--- config.mk ---
export PLATFORM = sky130hd
export DESIGN_NAME = grant_lock_ctrl
export DESIGN_NICKNAME = d
export VERILOG_FILES = /design/src/rtl/grant_lock_pkg.sv /design/src/rtl/onehot_to_bin.sv /design/src/rtl/grant_lock_ctrl.sv
export SDC_FILE = /design/constraint.sdc
export NUM_CORES = 1
export LEC_CHECK = 0
export BUFFER_PORTS_ARGS = -buffer_cell sky130_fd_sc_hd__buf_2
export CAP_MARGIN = 20
export CORE_ASPECT_RATIO = 0.8
export CORE_UTILIZATION = 50
export CTS_CLUSTER_SIZE = 25
export DETAILED_ROUTE_END_ITERATION = 12
export PLACE_DENSITY = 0.78
export REMOVE_ABC_BUFFERS = 1
export SLEW_MARGIN = 20
export SYNTH_ARGS = -nofsm -noshare
export SYNTH_HDL_FRONTEND = slang
export SYNTH_SLANG_ARGS = --single-unit
export TNS_END_PERCENT = 5
--- constraint.sdc ---
create_clock -name i_clk -period 3.6 [get_ports i_clk]
set_input_delay 0.54 -clock i_clk [delete_from_list [all_inputs] [get_ports i_clk]]
set_output_delay 0.54 -clock i_clk [all_outputs]
set_load 0.1 [all_outputs]
--- src/rtl/grant_lock_pkg.sv ---
// Shared types and helpers for the grant lock controller.
// Optional watchdog in grant_lock_ctrl is enabled by GRANT_LOCK_TIMEOUT_EN.
package grant_lock_pkg;

  // Helpers operate on a fixed maximum width; callers zero-extend.
  localparam int unsigned GL_MAX_N     = 32;
  localparam int unsigned GL_MAX_IDX_W = 5;

  typedef enum logic [1:0] {
    IDLE    = 2'd0,
    XFER    = 2'd1,
    RELEASE = 2'd2
  } gl_state_e;

  // True when exactly one bit is set.
  function automatic logic is_onehot(input logic [GL_MAX_N-1:0] v);
    int unsigned ones;
    ones = 0;
    for (int unsigned i = 0; i < GL_MAX_N; i++) begin
      ones = ones + 32'(v[i]);
    end
    return (ones == 1);
  endfunction

  // Binary index of a one-hot vector (zero for an all-zero vector).
  function automatic logic [GL_MAX_IDX_W-1:0] onehot_to_idx(input logic [GL_MAX_N-1:0] v);
    logic [GL_MAX_IDX_W-1:0] idx;
    idx = '0;
    for (int unsigned i = 0; i < GL_MAX_N; i++) begin
      if (v[i]) idx = idx | GL_MAX_IDX_W'(i);
    end
    return idx;
  endfunction

endpackage

--- src/rtl/onehot_to_bin.sv ---
// Combinational one-hot to binary encoder for the owner index.
module onehot_to_bin
  import grant_lock_pkg::*;
#(
  parameter int unsigned N     = 4,
  parameter int unsigned IDX_W = $clog2(N)
) (
  input  logic [N-1:0]     i_oh,
  output logic [IDX_W-1:0] o_idx
);

  assign o_idx = IDX_W'(onehot_to_idx(GL_MAX_N'(i_oh)));

endmodule

--- src/rtl/grant_lock_ctrl.sv ---
// Locks a one-hot arbiter grant as owner for a multi-beat burst and
// drives a valid/ready handshake toward the shared resource.
// Define GRANT_LOCK_TIMEOUT_EN to build the stall watchdog.
module grant_lock_ctrl
  import grant_lock_pkg::*;
#(
  parameter int unsigned N       = 4,
  parameter int unsigned LEN_W   = 4,
  parameter int unsigned IDX_W   = $clog2(N),
  parameter int unsigned TIMEOUT = 16
) (
  input  logic             i_clk,
  input  logic             i_rst_n,
  input  logic [N-1:0]     i_grant,
  input  logic [N-1:0]     i_request,
  input  logic [LEN_W-1:0] i_len,
  input  logic             i_ready,
  output logic             o_valid,
  output logic             o_busy,
  output logic [IDX_W-1:0] o_owner,
  output logic [N-1:0]     o_owner_oh,
  output logic [LEN_W-1:0] o_beat_cnt,
  output logic             o_done,
  output logic             o_abort,
  output logic             o_timeout,
  output logic             o_err
);

  gl_state_e        state_q, state_d;
  logic [N-1:0]     owner_oh_q, owner_oh_d;
  logic [LEN_W-1:0] len_q, len_d;
  logic [LEN_W-1:0] cnt_q, cnt_d;
  logic             normal_q, normal_d;
  logic             err_q, err_d;
  logic             owner_req;
  logic             beat;

`ifdef GRANT_LOCK_TIMEOUT_EN
  localparam int unsigned STALL_W = $clog2(TIMEOUT) + 1;
  logic [STALL_W-1:0] stall_q, stall_d;
  logic               tmo_q, tmo_d;
`endif

  assign owner_req = |(i_request & owner_oh_q);
  assign beat      = (state_q == XFER) && i_ready;

  // Next-state logic: grant capture, beat counting, release and abort.
  always_comb begin
    state_d    = state_q;
    owner_oh_d = owner_oh_q;
    len_d      = len_q;
    cnt_d      = cnt_q;
    normal_d   = normal_q;
    err_d      = err_q;
`ifdef GRANT_LOCK_TIMEOUT_EN
    stall_d    = '0;
    tmo_d      = 1'b0;
`endif
    unique case (state_q)
      IDLE: begin
        if (i_grant != '0) begin
          if (is_onehot(GL_MAX_N'(i_grant))) begin
            owner_oh_d = i_grant;
            len_d      = i_len;
            cnt_d      = '0;
            state_d    = XFER;
          end else begin
            err_d = 1'b1;
          end
        end
      end
      XFER: begin
        // Owner withdrawal outranks a beat and the watchdog in the same cycle.
        if (!owner_req) begin
          normal_d = 1'b0;
          state_d  = RELEASE;
        end else if (beat) begin
          if (cnt_q == len_q) begin
            normal_d = 1'b1;
            state_d  = RELEASE;
          end else begin
            cnt_d = cnt_q + 1'b1;
          end
        end
`ifdef GRANT_LOCK_TIMEOUT_EN
        else if (stall_q == STALL_W'(TIMEOUT - 1)) begin
          normal_d = 1'b0;
          tmo_d    = 1'b1;
          state_d  = RELEASE;
        end else begin
          stall_d = stall_q + 1'b1;
        end
`endif
      end
      RELEASE: begin
        owner_oh_d = '0;
        cnt_d      = '0;
        normal_d   = 1'b0;
        state_d    = IDLE;
      end
      default: state_d = IDLE;
    endcase
  end

  // State and datapath registers with asynchronous clear.
  always_ff @(posedge i_clk or negedge i_rst_n) begin
    if (!i_rst_n) begin
      state_q    <= IDLE;
      owner_oh_q <= '0;
      len_q      <= '0;
      cnt_q      <= '0;
      normal_q   <= 1'b0;
      err_q      <= 1'b0;
    end else begin
      state_q    <= state_d;
      owner_oh_q <= owner_oh_d;
      len_q      <= len_d;
      cnt_q      <= cnt_d;
      normal_q   <= normal_d;
      err_q      <= err_d;
    end
  end

`ifdef GRANT_LOCK_TIMEOUT_EN
  // Stall counter and watchdog-abort flag for the release cycle.
  always_ff @(posedge i_clk or negedge i_rst_n) begin
    if (!i_rst_n) begin
      stall_q <= '0;
      tmo_q   <= 1'b0;
    end else begin
      stall_q <= stall_d;
      tmo_q   <= tmo_d;
    end
  end
  assign o_timeout = (state_q == RELEASE) && tmo_q;
`else
  assign o_timeout = 1'b0;
`endif

  onehot_to_bin #(.N(N), .IDX_W(IDX_W)) u_enc (
    .i_oh  (owner_oh_q),
    .o_idx (o_owner)
  );

  assign o_valid    = (state_q == XFER);
  assign o_busy     = (state_q != IDLE);
  assign o_owner_oh = owner_oh_q;
  assign o_beat_cnt = cnt_q;
  assign o_done     = (state_q == RELEASE) && normal_q;
  assign o_abort    = (state_q == RELEASE) && !normal_q;
  assign o_err      = err_q;

endmodule

======== Yosys cells after proc, flatten, opt, wreduce, memory -nomap -nowiden ========
Index checks and enable logic that the tools add are counted.
word-level totals
  logic and storage cells ................. 62
  flip-flop bits (word level) ............. 16
  output and inout port bits .............. 16
cells by class
  muxes and demuxes ....................... 22
  reduce and logical (&&, ||, !) cells .... 17
  $add $sub $neg .......................... 4
  equal/unequal tests ..................... 11
  bitwise operators ....................... 2
operators by type and width
  kind                 number
  $mux 4               7
  $mux 2               7
  $pmux 4 s3           1
  $reduce_and 3->1     4
  $pmux 4 s2           1
  $ne 2x2->1 const B   3
  $ne 3x2->1 const B   2
  $reduce_and 6->1     1
  $reduce_bool 2->1    3
  $add 3x1->4          1
  $add 4x1->4 const B  1
  $and 4x4->4          1
  $eq 4x1->1 const B   1
  $eq 4x4->1           1
  $mux 1               4
  $ne 2x1->1 const B   2
  $pmux 2 s2           1
  $reduce_and 4->1     1
  $reduce_bool 4->1    1
  $reduce_or 4->1      1
  $add 2x1->3          1
  $logic_and 1x1->1    3
  $reduce_bool 3->1    1
  $add 1x1->2          1
  6 further kinds      6

======== Depth between registers and ports, before layout ========
Gate-level depths: netlist (run 1).
  word-level depth ........................ 7
  depth in mapped cells ................... 11

======== Hierarchy ========
From an unflattened synthesis (run 1), not the netlist that was laid out.
unflattened totals
  cell total of the unflattened synthesis .. 108
  area, all modules ....................... 1039.7 µm²
by module, submodules not included
  module           instances  seq. area each (µm²)  cells each  area an instance (µm²)
  grant_lock_ctrl  1          400.4                 106         1027.2
  onehot_to_bin    1          0.0                   2           12.5

======== Worst setup path after synthesis (run 1) ========
Ideal clock, no wire load.
  path kind ............................... input to register
  from .................................... input port i_grant[0]
  to ...................................... register cnt_q[3], in the netlist o_beat_cnt[3]
  stages on the path ...................... 11
  slack ................................... 0.649 ns
  arrival time ............................ 2.879 ns
  cells stage by stage .................... inv_1 > fa_1 > inv_1 > ha_1 > ha_1 > nor3b_4 > a21oi_2 > or2_1 > buf_6 > or4_1 > nand3_1
between the ends
  longest elaborated chain between the ends .. 6
  elaborated cells between the ends (all ways) .. 8
  those cells by class .................... add/sub (3); eq/ne (3); reduce/logical (2)
RTL lines
  element                              line                    text
  start, declared                      grant_lock_ctrl.sv:14   input logic [N-1:0] i_grant,
  $add 1x1->2                          grant_lock_pkg.sv:20    ones = ones + 32'(v[i]);
  $add 2x1->3                          grant_lock_pkg.sv:20
  $add 3x1->4                          grant_lock_pkg.sv:20
  $eq 4x1->1                           grant_lock_pkg.sv:22    return (ones == 1);
  $ne 2x2->1 (no source line)          -
  $reduce_and 6->1 (no source line) *  -
  end signal, assigned                 grant_lock_ctrl.sv:118  cnt_q <= cnt_d;
  end, declared                        grant_lock_ctrl.sv:32   logic [LEN_W-1:0] cnt_q, cnt_d;
Mark *: on every way between the ends. The rest lies on a longest branch, timed or not.
A chain may end at the register's enable or synchronous reset.

======== Final worst setup path (run 1) ========
Ends and elaborated chain as after synthesis.

==> out/metrics.yaml, run 1 <==
cts:
  clk-insertion-delay-late_ns: 0.28
  cts_sinks: 16
  cts_tree: "done"
  clkSlewWorstSetupHoldPaths_ns: 0.09
  post-cts-setup-buffers: 0
  cts_max_level: 1
  clockRootBuffer: "clkbuf_4"
  cts_made_buffers: 3
  clockBufferDepth: 2
  cts_resized: 0
  ctsHoldBuffers: 0
timing:
  setup_violations: 0
  hold_viol: 0
  min_period_ns: 2.791
  period_share_pct: 77.53
  fin_setup_tns_ns: 0
  rsz0062_at_grt: "no"
  clock_skew_ns: 0.005446
  slew_viol_final: 0
  max_freq_mhz: 358.3
final_layout:
  final_cells: 153
  diodes: 0
  area_delta_synth_final_pct: 18.66
  finish.utilization_pct: 63.49
  fin_nets: 154
  drive_gt1_share_pct: 32.56
  fillCellCount: 159
grt:
  grt_pass1_wl_um: 3277
  grt_max_degree: 17
  overflow: 0
  grt_pass1_vias: 753
  grt_use_total_pct: 20.29
  antenna_found_initial: 0
logic_synthesis:
  synth_top_area_share_pct: 39.56
  yosysSeqAreaShare_pct: 39.56
  synth_area_leaders: "dfrtp_1 40%, ha_1 9.9%, mux2_2 4.4%"
  syn_avg_cell_area_um2: 10.22
  synthFlopType: "dfrtp_1"
  yosys_warnings: 0
  synthesis.area_um2: 1012
  synth-edff-count: 0
  ys_async_sr_fraction_pct: 100.0
  synth-seq-cells: 16
  synthDistinctLibCells: 40
  synthCells: 99
  yosys.area.top_type: "dfrtp_1"
detailed_routing:
  drt_iter0_drc: 10
  wire_per_inst_um: 12.65
  via_count: 818
  highest_layer: "met4"
  wl_met1_um: 914
  drtAntennaViolNets: 0
  vias_per_cell: 5.346
  dr.pass1.iters: 4
  wl_um: 1935
  wl_met2_um: 899
  drc: 0
  wl_met3_um: 108
job:
  max_cap_viol_count: 0
critical_path:
  worst_ep_required_time_ns: 3.82
  endpoint_kind: "flip-flop"
  arrival_ns: 3.01
  critPathKind: "in2reg"
  cp-start-kind: "input pin"
  worstPathMaxFanout: 7
placed_design:
  io_buffers: 29
  placed_cells: 149
  dp_hpwl_um: 1584
  gp_congestion: 0.8294
run_status:
  outcome: "finished clean"
die:
  num_rows: 14
  core_area_um2: 1892
  num_io_pins: 31
  die_x_um: 52.31
  die_h_um: 42.25
  die_area_um2: 2210
  initial_core_util_pct: 53.51
hold_path:
  hp-class: "in2async"
-- path summary, 6_finish.rpt --
kind	to	cells after the start	start	slack (ns)
worst max-delay path	o_beat_cnt[3]	11	i_grant[0]	0.81
worst min-delay path	o_beat_cnt[0]	1	i_rst_n	0.15
worst max register to register	o_beat_cnt[3]	7	state_q[0]	1.75
worst min register to register	o_err	1	o_err	0.48
max in group asynchronous	o_err	1	i_rst_n	3.19
min in group i_clk	o_err	1	o_err	0.48
-- sequential cells by signal (all words and copies together), names as in the netlist --
signal,count
normal_q,1
o_beat_cnt,4
o_owner_oh,4
o_err,1
len_q,4
state_q,2
-- Yosys cell counts (all sizes together), types with 2 or more instances --
master  instances
buf             2
a22oi           2
inv            10
or2             3
xor2            4
mux2            4
nand3           5
dfrtp          16
a21oi           3
nand2           8
o211ai          2
and2            2
a22o            4
nand2b          2
ha              8
nand3b          3
-- final cells by class --
type                            count  area, um^2  share of cell area (%)
Clock buffer                        4       36.28                   3.021
Inverter                           10       37.54                   3.125
Multi-Input combinational cell     70       551.8                   45.94
Sequential cell                    16       400.4                   33.33
Tap cell                           24       30.03                   2.500
Timing Repair Buffer               29       145.1                   12.08
-- worst max-delay path, cell delays in order --
cell     delay, ns
buf_2         0.09
inv_1         0.06
fa_1          0.54
inv_1         0.04
ha_1          0.17
ha_1          0.31
nor3b_4       0.26
a21oi_2       0.11
or2_1         0.29
or4_1         0.54
nand3_1       0.08
-- through the flow --
step / setup slack (ns) / cell area (um^2) / hold WS, ns
floorplan: 0.7082 / 989.7 / 0.2444
global placement: 0.5839 / 1165 / 0.4698
detailed placement: 0.5190 / 1165 / 0.4630
CTS: 0.8166 / 1201 / 0.1573
global route: 0.7054 / 1201 / 0.1712
finish: 0.8090 / 1201 / 0.1499
-- logic make-up after synthesis --
logic type | Yosys count | synth area share [%]
other | 1 | 0.3705
flip-flops | 16 | 39.55
AO/OA/AOI/OAI | 20 | 15.33
multiplexers | 4 | 4.450
AND/OR/NAND/NOR | 32 | 19.04
adder cells (fa/ha/maj) | 9 | 11.87
buffers and inverters | 13 | 5.933
XOR/XNOR | 4 | 3.461
-- metal layers --
layer | track usage, % | vias up
li1 | - | 409
met1 | 28.90 | 378
met2 | 30.63 | 29
met3 | 6.522 | 2
met4 | 3.158 | 0
met5 | 0 | -
-- cell usage in the layout (no fill, tap or decap), types with 2 or more instances in the layout --
cell type	instances
a21oi_1	2
a22o_1	4
a22oi_1	2
and2_1	2
buf_2	29
clkbuf_4	3
dfrtp_1	16
ha_1	8
inv_1	10
mux2_2	4
nand2_1	8
nand2b_1	2
nand3_1	5
nand3b_1	3
o211ai_1	2
or2_2	2
xor2_1	4
Power of run 1 is left out: the tool's default activity adds up to more than one toggle a clock period on the data nets, which glitch-free logic cannot reach.
==> run 2, diff against run 1 <==
Settings changed: ABC_AREA from default to 1, PLACE_DENSITY 0.78 to 0.77.
Clock period 3.6 ns to 2.7 ns, I/O delays scaled along.
==> out/metrics.yaml, run 2 <==
logic_synthesis:
  synth_top_area_share_pct: 37.60
  synth_area_leaders: "dfrtp_1 38%, nand2_1 16%, inv_1 9.5%"
  synth.most_common_cell: "nand2_1"
  yosysSeqAreaShare_pct: 37.60
  yosys.area.top_type: "dfrtp_1"
  synthFlopType: "dfrtp_1"
  synth-edff-count: 0
  syn_avg_cell_area_um2: 7.552
  synthTopCellsByCount: "44 x nand2_1, 27 x inv_1, 16 x dfrtp_1"
  ys_async_sr_fraction_pct: 100.0
  synth-seq-cells: 16
  synthesis.area_um2: 1065
  synthCells: 141
  synthDistinctLibCells: 21
  yosys_warnings: 0
final_layout:
  area_delta_synth_final_pct: 19.15
  final_cell_mix: "44 x nand2_1, 29 x buf_2, 27 x inv_1"
  drive_gt1_share_pct: 26.59
  layout_commonest_cell: "nand2_1"
  fillCellCount: 166
  diodes: 0
  fin_nets: 198
cts:
  cts_made_buffers: 3
  post-cts-setup-buffers: 0
  clockRootBuffer: "clkbuf_4"
  clk-insertion-delay-late_ns: 0.30
  clkSlewWorstSetupHoldPaths_ns: 0.10
  cts_resized: 0
  cts_sinks: 16
  cts_tree: "done"
  clockBufferDepth: 2
  cts_max_level: 1
  ctsHoldBuffers: 0
grt:
  overflow: 0
  grt_pass1_wl_um: 3636
  antenna_found_initial: 0
  grt_pass1_vias: 910
  grt_max_degree: 17
  grt_use_total_pct: 22.93
detailed_routing:
  drtAntennaViolNets: 0
  wire_per_inst_um: 11.35
  via_count: 989
  wl_um: 2236
  dr.pass1.iters: 5
  drt_iter0_drc: 23
  vias_per_cell: 5.020
  drc: 0
timing:
  rsz0062_at_grt: "no"
  hold_viol: 0
  period_share_pct: 82.01
  setup_violations: 0
  clock_skew_ns: 0.006435
  slew_viol_final: 0
  min_period_ns: 2.214
  max_freq_mhz: 451.6
  fin_setup_tns_ns: 0
critical_path:
  critPathTopFamily: "adder cells"
  timing.rr.start: "state_q[0]"
  arrival_ns: 2.43
  startpoint: "i_grant[0]"
  critPathKind: "in2reg"
  critical-path-max-stage-delay_ns: 0.53
  path_cells: "buf_2 -> inv_1 -> fa_1 -> inv_1 -> ha_1 -> ha_1 -> nor3b_2 -> nand3_1 -> clkinv_1 -> nand2_1 -> o22ai_1"
  cp_num_buf_inv: 4
  worstPathMaxFanout: 10
  cp-start-kind: "input pin"
  worst_ep_required_time_ns: 2.91
  endpoint_kind: "flip-flop"
  slowest_stage: "fa_1"
die:
  initial_core_util_pct: 54.76
  die_area_um2: 2319
  num_io_pins: 31
  num_rows: 14
  core_area_um2: 1944
  die_x_um: 53.60
  die_h_um: 43.28
placed_design:
  gp_congestion: 0.8947
  io_buffers: 29
  dp_hpwl_um: 1777
hold_path:
  hp-class: "in2async"
run_status:
  outcome: "finished clean"
job:
  max_cap_viol_count: 0
[run 2: cell count changes in the layout (fill, tap and decap cells not counted), sizes merged, moves of 3 or more]
cell / before / now
nand2: 8 / 50
mux2: 4 / 0
a22o: 4 / 0
inv: 10 / 27
o22ai: 1 / 4
xor2: 4 / 1
nand3: 5 / 10
nor2: 1 / 10
or2: 3 / 0
nand3b: 3 / 0
o21ai: 0 / 5
[run 2: final cells by class]
cell class	count	area (um^2)	share of cell area, %
Multi-Input combinational cell	96	551.8	43.49
Sequential cell	16	400.4	31.56
Timing Repair Buffer	29	145.1	11.44
Inverter	28	105.1	8.284
Clock buffer	4	36.28	2.860
Tap cell	24	30.03	2.367
[run 2: through the flow]
step	instance area, um^2	hold WS (ns)	util, %	setup WS, ns	cells
3_5_place_dp	1232	0.3520	63.38	0.1771	193
6_report	1269	0.003274	65.25	0.4857	197
4_1_cts	1269	0.01274	65.25	0.5002	197
5_1_grt	1269	0.01929	65.25	0.3302	197
3_3_place_gp	1232	0.3392	63.38	0.2316	193
2_1_floorplan	1057	0.1094	-	0.3395	140
[run 2: kinds of logic after synthesis]
kind of cell               after synthesis  synth area share, %
other                                    1               0.3522
buffers and inverters                   29                10.58
xor gates and xnor gates                 2                1.645
adders and majority gates                9                11.28
and+or+nand+nor                         73                31.49
AOI/OAI and AO/OA                       11                7.050
DFF                                     16                37.60
[run 2: path summary, 6_finish.rpt]
path                                 endpoint  slack, ns  depth (start not counted)
worst max-delay path            o_owner_oh[2]       0.49                         11
worst min-delay path            o_owner_oh[3]      0.003                          1
worst max register to register  o_owner_oh[2]       1.08                          6
worst min register to register          o_err       0.47                          1
max in group asynchronous       o_beat_cnt[2]       2.42                          1
min in group i_clk                   len_q[3]       0.31                          3
[run 2: per-layer routing]
metal	vias to the layer above	routed length, um	GRT usage [%]
li1	494	-	-
met3	5	101	7.527
met5	-	0	0
met4	0	34	8.421
met2	22	1054	38.50
met1	468	1045	26.62
[run 2: worst register-to-register path, delay by kind of cell, from the launching register on]
family          cells  cell delay [ns]
flops               1             0.42
simple gates        2             0.35
buf+inv             2             0.30
fa+ha+maj           1             0.30
compound gates      1             0.10
Power of run 2 is left out for the same reason.
